**config.mk**
```make
export PLATFORM = sky130hd
export DESIGN_NAME = axi_eth_ifm_rx_fsm
export DESIGN_NICKNAME = d
export VERILOG_FILES = /design/src/rtl/axi_eth_ifm_rx_fsm.sv
export SDC_FILE = /design/constraint.sdc
export NUM_CORES = 1
export LEC_CHECK = 0
export CAP_MARGIN = 30
export CORE_MARGIN = 10
export CORE_UTILIZATION = 30
export CTS_BUF_LIST = sky130_fd_sc_hd__clkbuf_4 sky130_fd_sc_hd__clkbuf_8 sky130_fd_sc_hd__clkbuf_16
export DETAILED_ROUTE_END_ITERATION = 6
export PLACE_DENSITY = 0.63
export REMOVE_ABC_BUFFERS = 1
export SYNTH_ARGS = -nofsm -noshare
export SYNTH_HDL_FRONTEND = slang
export SYNTH_SLANG_ARGS = --single-unit
```
**constraint.sdc**
```tcl
create_clock -name s2mm_clk -period 3.95 [get_ports s2mm_clk]
set_input_delay 0.79 -clock s2mm_clk [delete_from_list [all_inputs] [get_ports s2mm_clk]]
set_output_delay 0.79 -clock s2mm_clk [all_outputs]
set_load 0.05 [all_outputs]
```
**src/rtl/axi_eth_ifm_rx_fsm.sv**
```systemverilog
// axi_eth_ifm_rx_fsm
//   RX frame mover: MAC RX AXI-stream -> inbound data FIFO + per-frame status
//   word into the inbound ctrl FIFO (s2mm clock domain).
//   Optional feature macro: IFM_RX_CSUM_EN builds the raw ones-complement
//   checksum datapath; without it the csum field of the status word is 0.
module axi_eth_ifm_rx_fsm #(
    parameter int CSUM_START = 14,
    parameter int MAX_BEATS  = 1190
) (
    input  logic        s2mm_clk,
    input  logic        s2mm_resetn,
    input  logic [63:0] rx_axis_mac_tdata,
    input  logic [7:0]  rx_axis_mac_tkeep,
    input  logic        rx_axis_mac_tlast,
    input  logic        rx_axis_mac_tuser,
    input  logic        rx_axis_mac_tvalid,
    input  logic        data_fifo_afull,
    input  logic        ctrl_fifo_afull,
    output logic [72:0] data_fifo_wdata,
    output logic        data_fifo_wren,
    output logic [33:0] ctrl_fifo_wdata,
    output logic        ctrl_fifo_wren,
    output logic [3:0]  ifm_in_fsm_dbg
);
    localparam logic [1:0] S_IDLE  = 2'd0;
    localparam logic [1:0] S_FRAME = 2'd1;
    localparam logic [1:0] S_TRUNC = 2'd2;
    localparam logic [1:0] S_DROP  = 2'd3;
    localparam int BW = $clog2(MAX_BEATS + 1);

    logic [1:0]    state_q, state_d;
    logic [BW-1:0] beats_q;
    logic [15:0]   len_q;
    logic [15:0]   csum_acc, csum_new;
    logic          accept, st_evt, hit_max, sof;
    logic [BW-1:0] idx;
    logic [3:0]    pop;
    logic [16:0]   len_sum;
    logic [15:0]   len_new;
    logic [33:0]   st_word;

    // beat acceptance, length accumulation, next state and status word
    always_comb begin
        sof     = (state_q == S_IDLE);
        accept  = rx_axis_mac_tvalid &&
                  ((sof && !(data_fifo_afull || ctrl_fifo_afull)) || state_q == S_FRAME);
        idx     = sof ? '0 : beats_q;
        hit_max = (idx == BW'(MAX_BEATS - 1));
        pop     = '0;
        for (int b = 0; b < 8; b++) pop = pop + 4'(rx_axis_mac_tkeep[b]);
        len_sum = 17'(sof ? 16'h0 : len_q) + 17'(pop);
        len_new = len_sum[16] ? 16'hFFFF : len_sum[15:0];
        // status fires on the MAC tlast of a written frame, or of a truncated one
        st_evt  = rx_axis_mac_tvalid && rx_axis_mac_tlast && (accept || state_q == S_TRUNC);
        st_word = accept ? {~rx_axis_mac_tuser, hit_max, len_new, csum_new}
                         : {~rx_axis_mac_tuser, 1'b1, len_q, csum_acc};
        state_d = state_q;
        if (rx_axis_mac_tvalid) begin
            if (accept)
                state_d = rx_axis_mac_tlast ? S_IDLE : (hit_max ? S_TRUNC : S_FRAME);
            else if (rx_axis_mac_tlast)
                state_d = S_IDLE;
            else if (sof)
                state_d = S_DROP;
        end
    end

`ifdef IFM_RX_CSUM_EN
    logic [15:0] csum_q;
    logic [7:0]  mb [8];
    logic [31:0] off;
    logic [18:0] csum_s;
    logic [16:0] csum_t;

    // mask bytes before CSUM_START or disabled by tkeep, add big-endian lanes,
    // fold end-around carry every beat so the held value is always 16 bits
    always_comb begin
        off = '0;
        for (int b = 0; b < 8; b++) begin
            off   = 32'(idx) * 32'd8 + 32'(b);
            mb[b] = (rx_axis_mac_tkeep[b] && off >= 32'(CSUM_START)) ?
                    rx_axis_mac_tdata[8*b +: 8] : 8'h00;
        end
        csum_s   = 19'(sof ? 16'h0 : csum_q) + 19'({mb[0], mb[1]}) + 19'({mb[2], mb[3]})
                 + 19'({mb[4], mb[5]}) + 19'({mb[6], mb[7]});
        csum_t   = 17'(csum_s[15:0]) + 17'(csum_s[18:16]);
        csum_new = csum_t[15:0] + 16'(csum_t[16]);
        csum_acc = csum_q;
    end

    // checksum accumulator advances only on written beats
    always_ff @(posedge s2mm_clk or negedge s2mm_resetn) begin
        if (!s2mm_resetn)  csum_q <= '0;
        else if (accept)   csum_q <= csum_new;
    end
`else
    assign csum_new = 16'h0000;
    assign csum_acc = 16'h0000;
`endif

    logic        dwren_q, st_vld_q, cwren_q;
    logic [72:0] dwdata_q;
    logic [33:0] st_word_q, cwdata_q;

    // FSM, frame counters and the 1-cycle data write register
    always_ff @(posedge s2mm_clk or negedge s2mm_resetn) begin
        if (!s2mm_resetn) begin
            state_q  <= S_IDLE;
            beats_q  <= '0;
            len_q    <= '0;
            dwren_q  <= 1'b0;
            dwdata_q <= '0;
        end else begin
            state_q <= state_d;
            dwren_q <= accept;
            if (accept) begin
                beats_q  <= idx + 1'b1;
                len_q    <= len_new;
                dwdata_q <= {rx_axis_mac_tlast | hit_max, rx_axis_mac_tkeep, rx_axis_mac_tdata};
            end
        end
    end

    // two-stage status pipeline: capture at tlast, present one cycle later
    always_ff @(posedge s2mm_clk or negedge s2mm_resetn) begin
        if (!s2mm_resetn) begin
            st_vld_q  <= 1'b0;
            st_word_q <= '0;
            cwren_q   <= 1'b0;
            cwdata_q  <= '0;
        end else begin
            st_vld_q <= st_evt;
            if (st_evt) st_word_q <= st_word;
            cwren_q <= st_vld_q;
            if (st_vld_q) cwdata_q <= st_word_q;
        end
    end

    assign data_fifo_wren  = dwren_q;
    assign data_fifo_wdata = dwdata_q;
    assign ctrl_fifo_wren  = cwren_q;
    assign ctrl_fifo_wdata = cwdata_q;
    assign ifm_in_fsm_dbg  = {2'b00, state_q};
endmodule

```
==> impl_metrics.env, run 1 <==
export IMPL_outcome="finished clean"
export IMPL_firstDrtPassIters=5
export IMPL_clkPwrFrac=0.280
export IMPL_pwr_density_cell_nw_per_um2=719.8
export IMPL_cpMostUsedCell="fa_1"
export IMPL_syn_area_per_cell_sq_um=9.636
export IMPL_seq_area_frac_synth=0.5582
export IMPL_synth_edf_count=0
export IMPL_syn_area_sq_um=6321
export IMPL_setup_ws_ns=0.1200
export IMPL_fp_dieArea_sq_um=27280
export IMPL_wl_per_cell_microns=16.37
export IMPL_clk_latency_ns=0.42
export IMPL_synth_cells=656
export IMPL_hold_viol=0
export IMPL_ys_types=60
export IMPL_pre_cts_slack_ns=-0.8705
export IMPL_nets=931
export IMPL_post_route_period_util=0.9696
export IMPL_antenna_found_initial=0
export IMPL_fin_cells=1127
export IMPL_crit_type="input pin to register"
export IMPL_num_vias=5257
export IMPL_areaGrowthSynthToFinish_pct=44.64
export IMPL_cts_sinks=141
export IMPL_maxCapViolCount=0
export IMPL_placed_area_sq_um=8374
export IMPL_cts_htree_levels=4
export IMPL_cts_made_buffers=17
export IMPL_grt_pass1_wl_mm=28.59
export IMPL_synthArstFlopShare=1.000
export IMPL_ys_ff_latch=141
export IMPL_required_ns=4.25
export IMPL_io_pins=192
export IMPL_p_int_mw=3.987
export IMPL_crit_path_start_kind="input pin"
export IMPL_p_leak_nw=4.212
export IMPL_grt_use_total=0.1320
export IMPL_rows=53
export IMPL_stdcell_area_sq_um=9143
export IMPL_pwr_share_comb=0.409
export IMPL_fin_crit_ns=3.830
export IMPL_path_max_fanout=5
export IMPL_die_x_microns=165.2
export IMPL_drcViolationCount=0
export IMPL_grt_max_degree=92
export IMPL_setup_viol=0
export IMPL_path_cells="clkdlybuf4s15_2 -> fa_1 -> inv_2 -> fa_1 -> fa_1 -> fa_2 -> inv_2 -> fa_2 -> and3_4 -> nand2b_4 -> a21oi_2 -> o221ai_2 -> mux2_4"
export IMPL_totalPowerFinal_mw=6.580
export IMPL_clockBufferDepth=2
export IMPL_max_slew_margin=0.3433
export IMPL_seqPwrFrac=0.311
export IMPL_worst_ep_arrival_time_ns=4.13
export IMPL_fmax_mhz=261.1
export IMPL_switching_power_mw=2.593
export IMPL_worst_path_largest_cell_delay_ns=0.53
export IMPL_via_per_inst=4.665
export IMPL_final_max_slew_viol_count=0
export IMPL_antennaDiodeCount=0
export IMPL_regToRegSetupSlack_ns=0.46
export IMPL_start_util=0.3026
export IMPL_hpwl_mm=13.16
export IMPL_fp_dieH_microns=165.2
export IMPL_wirelength_mm=18.45
export IMPL_core_area_sq_um=20890
export IMPL_cts_root_buffer="clkbuf_16"
export IMPL_routabilityCongestion=0.8372
export IMPL_hp_class="input pin to async pin"
export IMPL_hold_ws_ns=0.3863
export IMPL_drtIter0Drc=336
export IMPL_slowest_stage="fa_1"
export IMPL_layout_drive_gt1_share=0.1326
export IMPL_ir_drop_uv=252.5
export IMPL_synthFlopType="dfrtp_1"
export IMPL_fin_tns_setup_ns=0
export IMPL_cts_tree="built"
export IMPL_ys_warn_count=0
export IMPL_worst_pin_slew_ns=0.9851
export IMPL_clk_pin_slew_worst_paths_ns=0.06
export IMPL_antenna_left=0
export IMPL_switching_share=0.3941
export IMPL_post_route_util=0.4377
export IMPL_io_buffers=173
export IMPL_crit_path_end_kind="register"
export IMPL_dp_cells=1094
export IMPL_overflow=0
export IMPL_finalClockSkew_ns=0.008135
export IMPL_grt_pass1_vias=5263
## worst max-delay path: cells and delay by family
kind	cells	cell delay, ns
fa+ha+maj	5	2.05
simple gates	2	0.37
compound gates	2	0.35
buf+inv	3	0.28
mux	1	0.27
## placed cells by master, fill, tap and decap left out, types with 5 or more instances in the layout
| cell type | Yosys | routed |
|---|---|---|
| ha_1 | 8 | 8 |
| nand2_1 | 245 | 243 |
| o31ai_1 | 5 | 5 |
| nor2_1 | 23 | 23 |
| nand3_1 | 12 | 12 |
| o21ai_0 | 25 | 23 |
| clkdlybuf4s50_1 | 0 | 169 |
| bufinv_16 | 0 | 6 |
| inv_1 | 17 | 14 |
| a21oi_1 | 18 | 17 |
| dfrtp_1 | 141 | 141 |
| clkbuf_16 | 0 | 17 |
| buf_4 | 18 | 19 |
| conb_1 | 1 | 18 |
| and2_1 | 5 | 5 |
| a31oi_1 | 9 | 8 |
| mux2_2 | 25 | 21 |
## cells by family (layout without fill, tap and decap cells)
logic type                 Yosys count  after routing  share of synthesized area
and+or+nand+nor                    312            312                     0.2059
DFF                                141            141                     0.5582
AOI/OAI and AO/OA                   95             95                     0.1002
buffers and inverters               66            245                    0.05463
muxes                               26             26                    0.04612
adders and majority gates           13             13                    0.03167
xor gates and xnor gates             2              2                   0.002772
other                                1             18                  0.0005933
## Yosys cell counts (2+ instances only)
master / instances / area share
a21o_1: 3 / 0.0036
o311ai_0: 2 / 0.0028
fa_1: 5 / 0.016
nor2_1: 23 / 0.014
a21oi_1: 18 / 0.014
o21ai_0: 25 / 0.020
mux2_2: 25 / 0.045
nand2b_1: 2 / 0.0020
o211ai_1: 4 / 0.0048
a2111o_1: 2 / 0.0036
xnor2_1: 2 / 0.0028
dfrtp_1: 141 / 0.56
nor3_1: 3 / 0.0024
a21oi_2: 2 / 0.0028
o31ai_1: 5 / 0.0059
or2_2: 2 / 0.0020
a2bb2oi_1: 3 / 0.0042
buf_2: 18 / 0.014
nand4_2: 2 / 0.0040
nand3_1: 12 / 0.0095
o31ai_2: 2 / 0.0040
inv_1: 17 / 0.010
buf_4: 18 / 0.021
ha_1: 8 / 0.016
nand2_1: 245 / 0.15
a31oi_1: 9 / 0.0089
and4_1: 2 / 0.0028
and2_1: 5 / 0.0049
a211oi_1: 2 / 0.0024
o21a_1: 3 / 0.0036
o21ai_1: 2 / 0.0016
o211a_1: 2 / 0.0032
nand4_1: 3 / 0.0030
and3_1: 3 / 0.0030
clkbuf_1: 11 / 0.0065
## final timing paths
check                                                start                              end  cells after the start
min in group s2mm_clk      data_fifo_wdata[72]$_DFFE_PN0P_  data_fifo_wdata[72]$_DFFE_PN0P_                      2
max in group asynchronous                      s2mm_resetn           beats_q[3]$_DFFE_PN0P_                      2
setup reg to reg                    state_q[0]$_DFFE_PN0P_        st_word_q[21]$_DFFE_PN0P_                     12
hold / removal                                 s2mm_resetn  data_fifo_wdata[51]$_DFFE_PN0P_                      1
setup / recovery                      rx_axis_mac_tkeep[0]        st_word_q[21]$_DFFE_PN0P_                     13
hold reg to reg            data_fifo_wdata[72]$_DFFE_PN0P_  data_fifo_wdata[72]$_DFFE_PN0P_                      2
## flip-flops by register name, summed over array words and instances, names as in the netlist
signal,cells
data_fifo_wdata,73
ctrl_fifo_wdata,18
state_q,2
ctrl_fifo_wren,1
st_word_q,18
beats_q,11
len_q,16
st_vld_q,1
data_fifo_wren,1
## timing repair
| action | CTS | global route |
|---|---|---|
| hold buffers | 0 | 0 |
| endpoints found under the setup margin | 32 | 21 |
| gates resized for setup | 29 | 9 |
| buffers inserted | 1 | 0 |
| endpoints found under the hold margin | 0 | 0 |
| pin swaps | 10 | 6 |
## final cells by class
class | count | area (sq um)
fillers | 2032 | 11750
flip-flops and latches | 141 | 3528
multi-input cells | 466 | 2608
repair buffers | 195 | 1918
clock buffers | 19 | 440.4
well taps | 275 | 344.1
clock inverters | 13 | 236.5
inverters | 18 | 67.56
## per-layer routing
layer | vias to the layer above | GRT usage | wire [microns]
met5 | - | 0 | 0
met4 | 0 | 0.03945 | 216
met3 | 21 | 0.04586 | 1693
met2 | 185 | 0.2011 | 8007
met1 | 2542 | 0.1730 | 8536
li1 | 2509 | - | -
## power by group through the flow
stage / Combinational [mW] / Clock [mW] / Sequential, mW
floorplan: 0.688 / 0 / 3.00
global placement: 2.61 / 0 / 2.06
detailed placement: 2.63 / 0 / 2.07
CTS: 2.70 / 1.88 / 2.05
global route: 2.87 / 1.95 / 2.10
finish: 2.69 / 1.84 / 2.05
Power figures use the tool's default switching activity.
==> run 2, diff against run 1 <==
CORE_UTILIZATION = 43   (was 30)
CTS_CLUSTER_DIAMETER = 120   (was unset)
PLACE_DENSITY = 0.83   (was 0.63)
==> run 2 against run 1 <==
  * Clock skew shrank 0.0011 ns
  * Count of clock-buffer cells in the layout is the same
  * Power shrank 1.1%
  * Fmax shrank 1.2%
  * Via count is essentially flat
  * Die area shrank 27%
  * Highest routed layer unchanged
  * Non-clock buffer count grew 7
  * First-iteration DRC count grew 21%
  * Largest cell class unchanged
==> impl_metrics.env, run 2 (synthesis gave the netlist of run 1 again) <==
export IMPL_maxCapViolCount=0
export IMPL_hold_viol=0
export IMPL_via_per_inst=5.048
export IMPL_clockBufferDepth=2
export IMPL_nets=938
export IMPL_path_max_fanout=5
export IMPL_path_cells="buf_6 -> fa_1 -> inv_1 -> fa_1 -> fa_1 -> fa_2 -> inv_2 -> fa_2 -> and3_4 -> nand2b_4 -> a21oi_4 -> buf_4 -> o21a_1 -> o31ai_1"
export IMPL_p_leak_nw=4.222
export IMPL_grt_pass1_vias=5263
export IMPL_crit_type="input pin to register"
export IMPL_final_cell_mix="nand2_1 (244), clkdlybuf4s50_1 (169), dfrtp_1 (141)"
export IMPL_clk_latency_ns=0.42
export IMPL_cts_htree_levels=4
export IMPL_largest_reg_flops=73
export IMPL_fmax_mhz=258.0
export IMPL_worst_pin_slew_ns=0.8585
export IMPL_io_pins=192
export IMPL_required_ns=4.25
export IMPL_grt_pass1_wl_mm=28.83
export IMPL_final_common_cell="nand2_1"
export IMPL_regToRegSetupSlack_ns=0.42
export IMPL_setup_viol=0
export IMPL_wirelength_mm=17.94
export IMPL_pre_cts_slack_ns=-0.9105
export IMPL_core_area_sq_um=14480
export IMPL_cts_made_buffers=17
export IMPL_fp_dieH_microns=141.2
export IMPL_fp_dieArea_sq_um=19950
export IMPL_cts_tree="built"
export IMPL_io_buffers=173
export IMPL_post_route_period_util=0.9811
export IMPL_hp_class="input pin to async pin"
export IMPL_max_slew_margin=0.4277
export IMPL_totalPowerFinal_mw=6.508
export IMPL_antenna_found_initial=1
export IMPL_finalClockSkew_ns=0.007024
export IMPL_firstDrtPassIters=5
export IMPL_setup_ws_ns=0.07473
export IMPL_drcViolationCount=0
export IMPL_final_max_slew_viol_count=0
export IMPL_slowest_stage="fa_1"
export IMPL_antennaDiodeCount=0
export IMPL_rows=44
export IMPL_cts_root_buffer="clkbuf_16"
export IMPL_cpMostUsedCell="fa_1"
export IMPL_grt_max_degree=67
export IMPL_crit_path_start_kind="input pin"
export IMPL_worst_ep_arrival_time_ns=4.17
export IMPL_hpwl_mm=13.01
export IMPL_die_x_microns=141.2
export IMPL_wl_per_cell_microns=17.24
export IMPL_grt_setup_unrepaired="false"
export IMPL_areaGrowthSynthToFinish_pct=42.87
export IMPL_routabilityCongestion=0.8852
export IMPL_num_vias=5255
export IMPL_crit_path_end_kind="register"
export IMPL_layout_drive_gt1_share=0.1330
export IMPL_outcome="finished clean"
export IMPL_pwr_density_cell_nw_per_um2=720.6
export IMPL_start_util=0.4366
export IMPL_grt_use_total=0.1799
export IMPL_overflow=0
export IMPL_antenna_left=0
export IMPL_drtIter0Drc=408
export IMPL_post_route_util=0.6237
export IMPL_ir_drop_uv=436.3
export IMPL_fin_crit_ns=3.875
export IMPL_clk_pin_slew_worst_paths_ns=0.05
export IMPL_cts_sinks=141
export IMPL_worst_path_largest_cell_delay_ns=0.58
run 2: cell types whose count changed in the layout (fill, tap and decap cells not counted), sizes merged:
cell and delta:
buf +7, clkdlybuf4s15 -1, bufinv -1, clkbuf +1, clkinvlp +1, inv -2
run 2: repair_timing:
item,CTS,global route
buffers inserted,5,1
hold buffers,0,0
resized for setup,32,2
pin swaps,11,6
setup endpoints to repair,32,21
run 2: where the power goes:
| group | switching [mW] | internal (mW) | total [mW] |
|---|---|---|---|
| logic | 1.74 | 0.990 | 2.73 |
| registers | 0.224 | 1.82 | 2.04 |
| clock network | 0.604 | 1.14 | 1.74 |
| total | 2.57 | 3.94 | 6.51 |
run 2: path summary, 6_finish.rpt:
| path | start | cells past startpoint | to |
|---|---|---|---|
| worst max-delay path | rx_axis_mac_tkeep[3] | 14 | st_word_q[25]$_DFFE_PN0P_ |
| worst min-delay path | s2mm_resetn | 1 | ctrl_fifo_wdata[33]$_DFFE_PN0P_ |
| worst max register to register | state_q[0]$_DFFE_PN0P_ | 13 | st_word_q[25]$_DFFE_PN0P_ |
| worst min register to register | data_fifo_wdata[33]$_DFFE_PN0P_ | 2 | data_fifo_wdata[33]$_DFFE_PN0P_ |
| max in group asynchronous | s2mm_resetn | 2 | data_fifo_wdata[69]$_DFFE_PN0P_ |
| min in group s2mm_clk | data_fifo_wdata[33]$_DFFE_PN0P_ | 2 | data_fifo_wdata[33]$_DFFE_PN0P_ |
run 2: area by class of cell:
cell class / count / area [sq um]
Inverter: 18 / 67.56
Timing Repair Buffer: 202 / 1982
Fill cell: 1156 / 5448
Clock inverter: 11 / 192.7
Tap cell: 184 / 230.2
Sequential cell: 141 / 3528
Multi-Input combinational cell: 466 / 2584
Clock buffer: 19 / 446.7
run 2: worst max-delay path: cells and delay by family:
family | cells | cell delay, ns
adders and majority gates | 5 | 2.16
and+or+nand+nor | 2 | 0.38
AOI/OAI and AO/OA | 3 | 0.49
buffers and inverters | 4 | 0.37
run 2: stage by stage:
stage | hold WS (ns) | setup TNS [ns] | area [sq um] | instances
floorplan | 0.4426 | -50.00 | 6107 | 625
global placement | 0.4533 | -21.30 | 8255 | 1004
detailed placement | 0.4607 | -23.25 | 8283 | 1005
CTS | 0.3290 | 0 | 9022 | 1040
global route | 0.3339 | 0 | 9031 | 1041
finish | 0.3174 | 0 | 9031 | 1041
run 2: metal layers:
metal	track usage	share of wire	wire length (microns)
met1	0.2297	0.43	7648
met2	0.2834	0.47	8362
met3	0.06584	0.098	1758
met4	0.04293	0.0097	174
met5	0	0	0
==> run 3, diff against run 2 <==
CORE_UTILIZATION = 50   (was 43)
DONT_BUFFER_PORTS = 1   (was unset)
PLACE_DENSITY = 0.74   (was 0.83)
==> run 3 against run 2 <==
  * Clock power decreased by 6%
  * Die area is 12% lower
  * Sequential power grew 51%
  * Worst hold slack worse by 0.25 ns
  * Setup slack better by 0.049 ns
  * Global-route usage grew 0.58 points
  * Count of clock-buffer cells in the layout down 2
  * Critical path depth is 2 lower
  * First-iteration DRC count shrank 19%
  * Register-to-register slack worse by 0.09 ns
  * Combinational power decreased by 65%
  * Final cell count fell by 19%
  * Critical path type unchanged
  * Critical endpoint is now st_word_q[21]$_DFFE_PN0P_
==> impl_metrics.env, run 3 (synthesis gave the netlist of run 1 again) <==
export IMPL_outcome="finished clean"
export IMPL_wl_per_cell_microns=19.24
export IMPL_setup_viol=0
export IMPL_clockBufferDepth=2
export IMPL_grt_max_degree=142
export IMPL_startpoint="rx_axis_mac_tkeep[0]"
export IMPL_cts_made_buffers=17
export IMPL_final_max_slew_viol_count=0
export IMPL_hp_class="input pin to async pin"
export IMPL_fp_dieH_microns=132.4
export IMPL_cts_resized=0
export IMPL_grt_pass1_vias=4740
export IMPL_core_area_sq_um=12520
export IMPL_fin_crit_ns=3.826
export IMPL_hold_ws_ns=0.06274
export IMPL_start_util=0.5050
export IMPL_pwr_density_cell_nw_per_um2=801.0
export IMPL_regToRegSetupSlack_ns=0.33
export IMPL_switching_share=0.4335
export IMPL_timing_rr_start="state_q[0]$_DFFE_PN0P_"
export IMPL_regArea_sq_um=3528
export IMPL_fmax_mhz=261.4
export IMPL_max_slew_margin=0.3821
export IMPL_worst_pin_slew_ns=0.9269
export IMPL_nFillCells=1152
export IMPL_crit_type="input pin to register"
export IMPL_cts_htree_levels=4
export IMPL_crit_path_end_kind="register"
export IMPL_pwr_share_comb=0.169
export IMPL_antenna_left=0
export IMPL_post_route_util=0.5649
export IMPL_path_max_fanout=5
export IMPL_rows=41
export IMPL_wirelength_mm=16.24
export IMPL_drtIter0Drc=330
export IMPL_antenna_found_initial=0
export IMPL_cts_hold_buf=0
export IMPL_cts_sinks=141
export IMPL_largest_reg_flops=73
export IMPL_antennaDiodeCount=0
export IMPL_via_per_inst=5.491
export IMPL_p_int_mw=3.208
export IMPL_cts_root_buffer="clkbuf_16"
export IMPL_final_common_cell="nand2_1"
export IMPL_grt_pass1_wl_mm=26.10
export IMPL_seqPwrFrac=0.544
export IMPL_required_ns=4.25
export IMPL_crit_path_start_kind="input pin"
export IMPL_clk_latency_ns=0.42
export IMPL_finalClockSkew_ns=0.008697
export IMPL_layout_drive_gt1_share=0.1324
export IMPL_clkPwrFrac=0.287
export IMPL_cts_tree="built"
export IMPL_ir_drop_uv=310.2
export IMPL_worst_ep_arrival_time_ns=4.13
export IMPL_clk_pin_slew_worst_paths_ns=0.06
export IMPL_areaGrowthSynthToFinish_pct=11.86
export IMPL_io_buffers=0
export IMPL_num_vias=4634
export IMPL_drcViolationCount=0
export IMPL_grt_setup_unrepaired="true"
export IMPL_final_cell_mix="nand2_1 (244), dfrtp_1 (141), mux2_2 (25)"
export IMPL_maxCapViolCount=0
export IMPL_die_x_microns=132.4
export IMPL_routabilityCongestion=0.9010
export IMPL_multi_input_area_sq_um=2537
export IMPL_stdcell_area_sq_um=7071
export IMPL_grt_use_total=0.1857
export IMPL_placed_area_sq_um=6442
export IMPL_hold_viol=0
export IMPL_post_route_period_util=0.9686
export IMPL_hpwl_mm=11.86
export IMPL_io_pins=192
export IMPL_overflow=0
export IMPL_fp_dieArea_sq_um=17540
export IMPL_post_cts_buffers=0
export IMPL_dp_cells=812
export IMPL_p_leak_nw=3.462
export IMPL_switching_power_mw=2.455
export IMPL_fin_cells=844
export IMPL_nets=751
export IMPL_firstDrtPassIters=5
## run 3: changes by cell type in the layout (fill, tap and decap cells not counted), sizes merged
cell,change
clkinvlp,-2
clkinv,+3
inv,+5
buf,-17
clkdlybuf4s50,-169
clkbuf,-3
bufinv,-2
## run 3: critical path, stage by stage
cell,delay (ns)
fa_1,0.53
inv_1,0.06
fa_1,0.47
fa_1,0.51
fa_1,0.19
inv_1,0.06
fa_1,0.40
and3_2,0.26
nand2b_2,0.24
a21oi_4,0.18
o221ai_1,0.16
mux2_2,0.28
## run 3: metrics by stage
stage / power (mW) / worst slack, ns / setup TNS, ns
finish: 5.663 / 0.1239 / 0
CTS: 5.704 / 0.01757 / 0
global route: 5.972 / -0.02615 / -0.1258
global placement: 4.000 / -0.3278 / -5.436
floorplan: 3.684 / -0.8174 / -50.00
detailed placement: 4.064 / -0.4378 / -7.575
## run 3: final cells by class
class,instances,share of cell area
Sequential cell,141,0.4990
Multi-Input combinational cell,466,0.3589
Timing Repair Buffer,15,0.01593
Clock buffer,17,0.06017
Clock inverter,15,0.02601
Inverter,18,0.009556
Tap cell,172,0.03044
## run 3: worst paths after layout
check,endpoint,depth (start not counted)
worst min-delay path,ctrl_fifo_wren$_DFF_PN0_,0
worst min register to register,st_word_q[31]$_DFFE_PN0P_,2
min in group s2mm_clk,state_q[1]$_DFFE_PN0P_,1
max in group asynchronous,st_word_q[19]$_DFFE_PN0P_,0
worst max-delay path,st_word_q[21]$_DFFE_PN0P_,12
worst max register to register,st_word_q[21]$_DFFE_PN0P_,12
## run 3: power by group through the flow
stage | clock, mW | sequential [mW] | combinational [mW]
6_report | 1.63 | 3.08 | 0.959
3_5_place_dp | 0 | 3.12 | 0.943
4_1_cts | 1.66 | 3.09 | 0.952
5_1_grt | 1.74 | 3.14 | 1.10
3_3_place_gp | 0 | 3.11 | 0.894
2_1_floorplan | 0 | 3.00 | 0.688
## run 3: layer usage
metal,vias to the layer above,part of all wire,wire [microns],track usage
li1,2157,-,-,-
met5,-,0,0,0
met1,2272,0.39,6400,0.2139
met2,186,0.49,7896,0.3028
met3,19,0.11,1709,0.08781
met4,0,0.014,233,0.05257
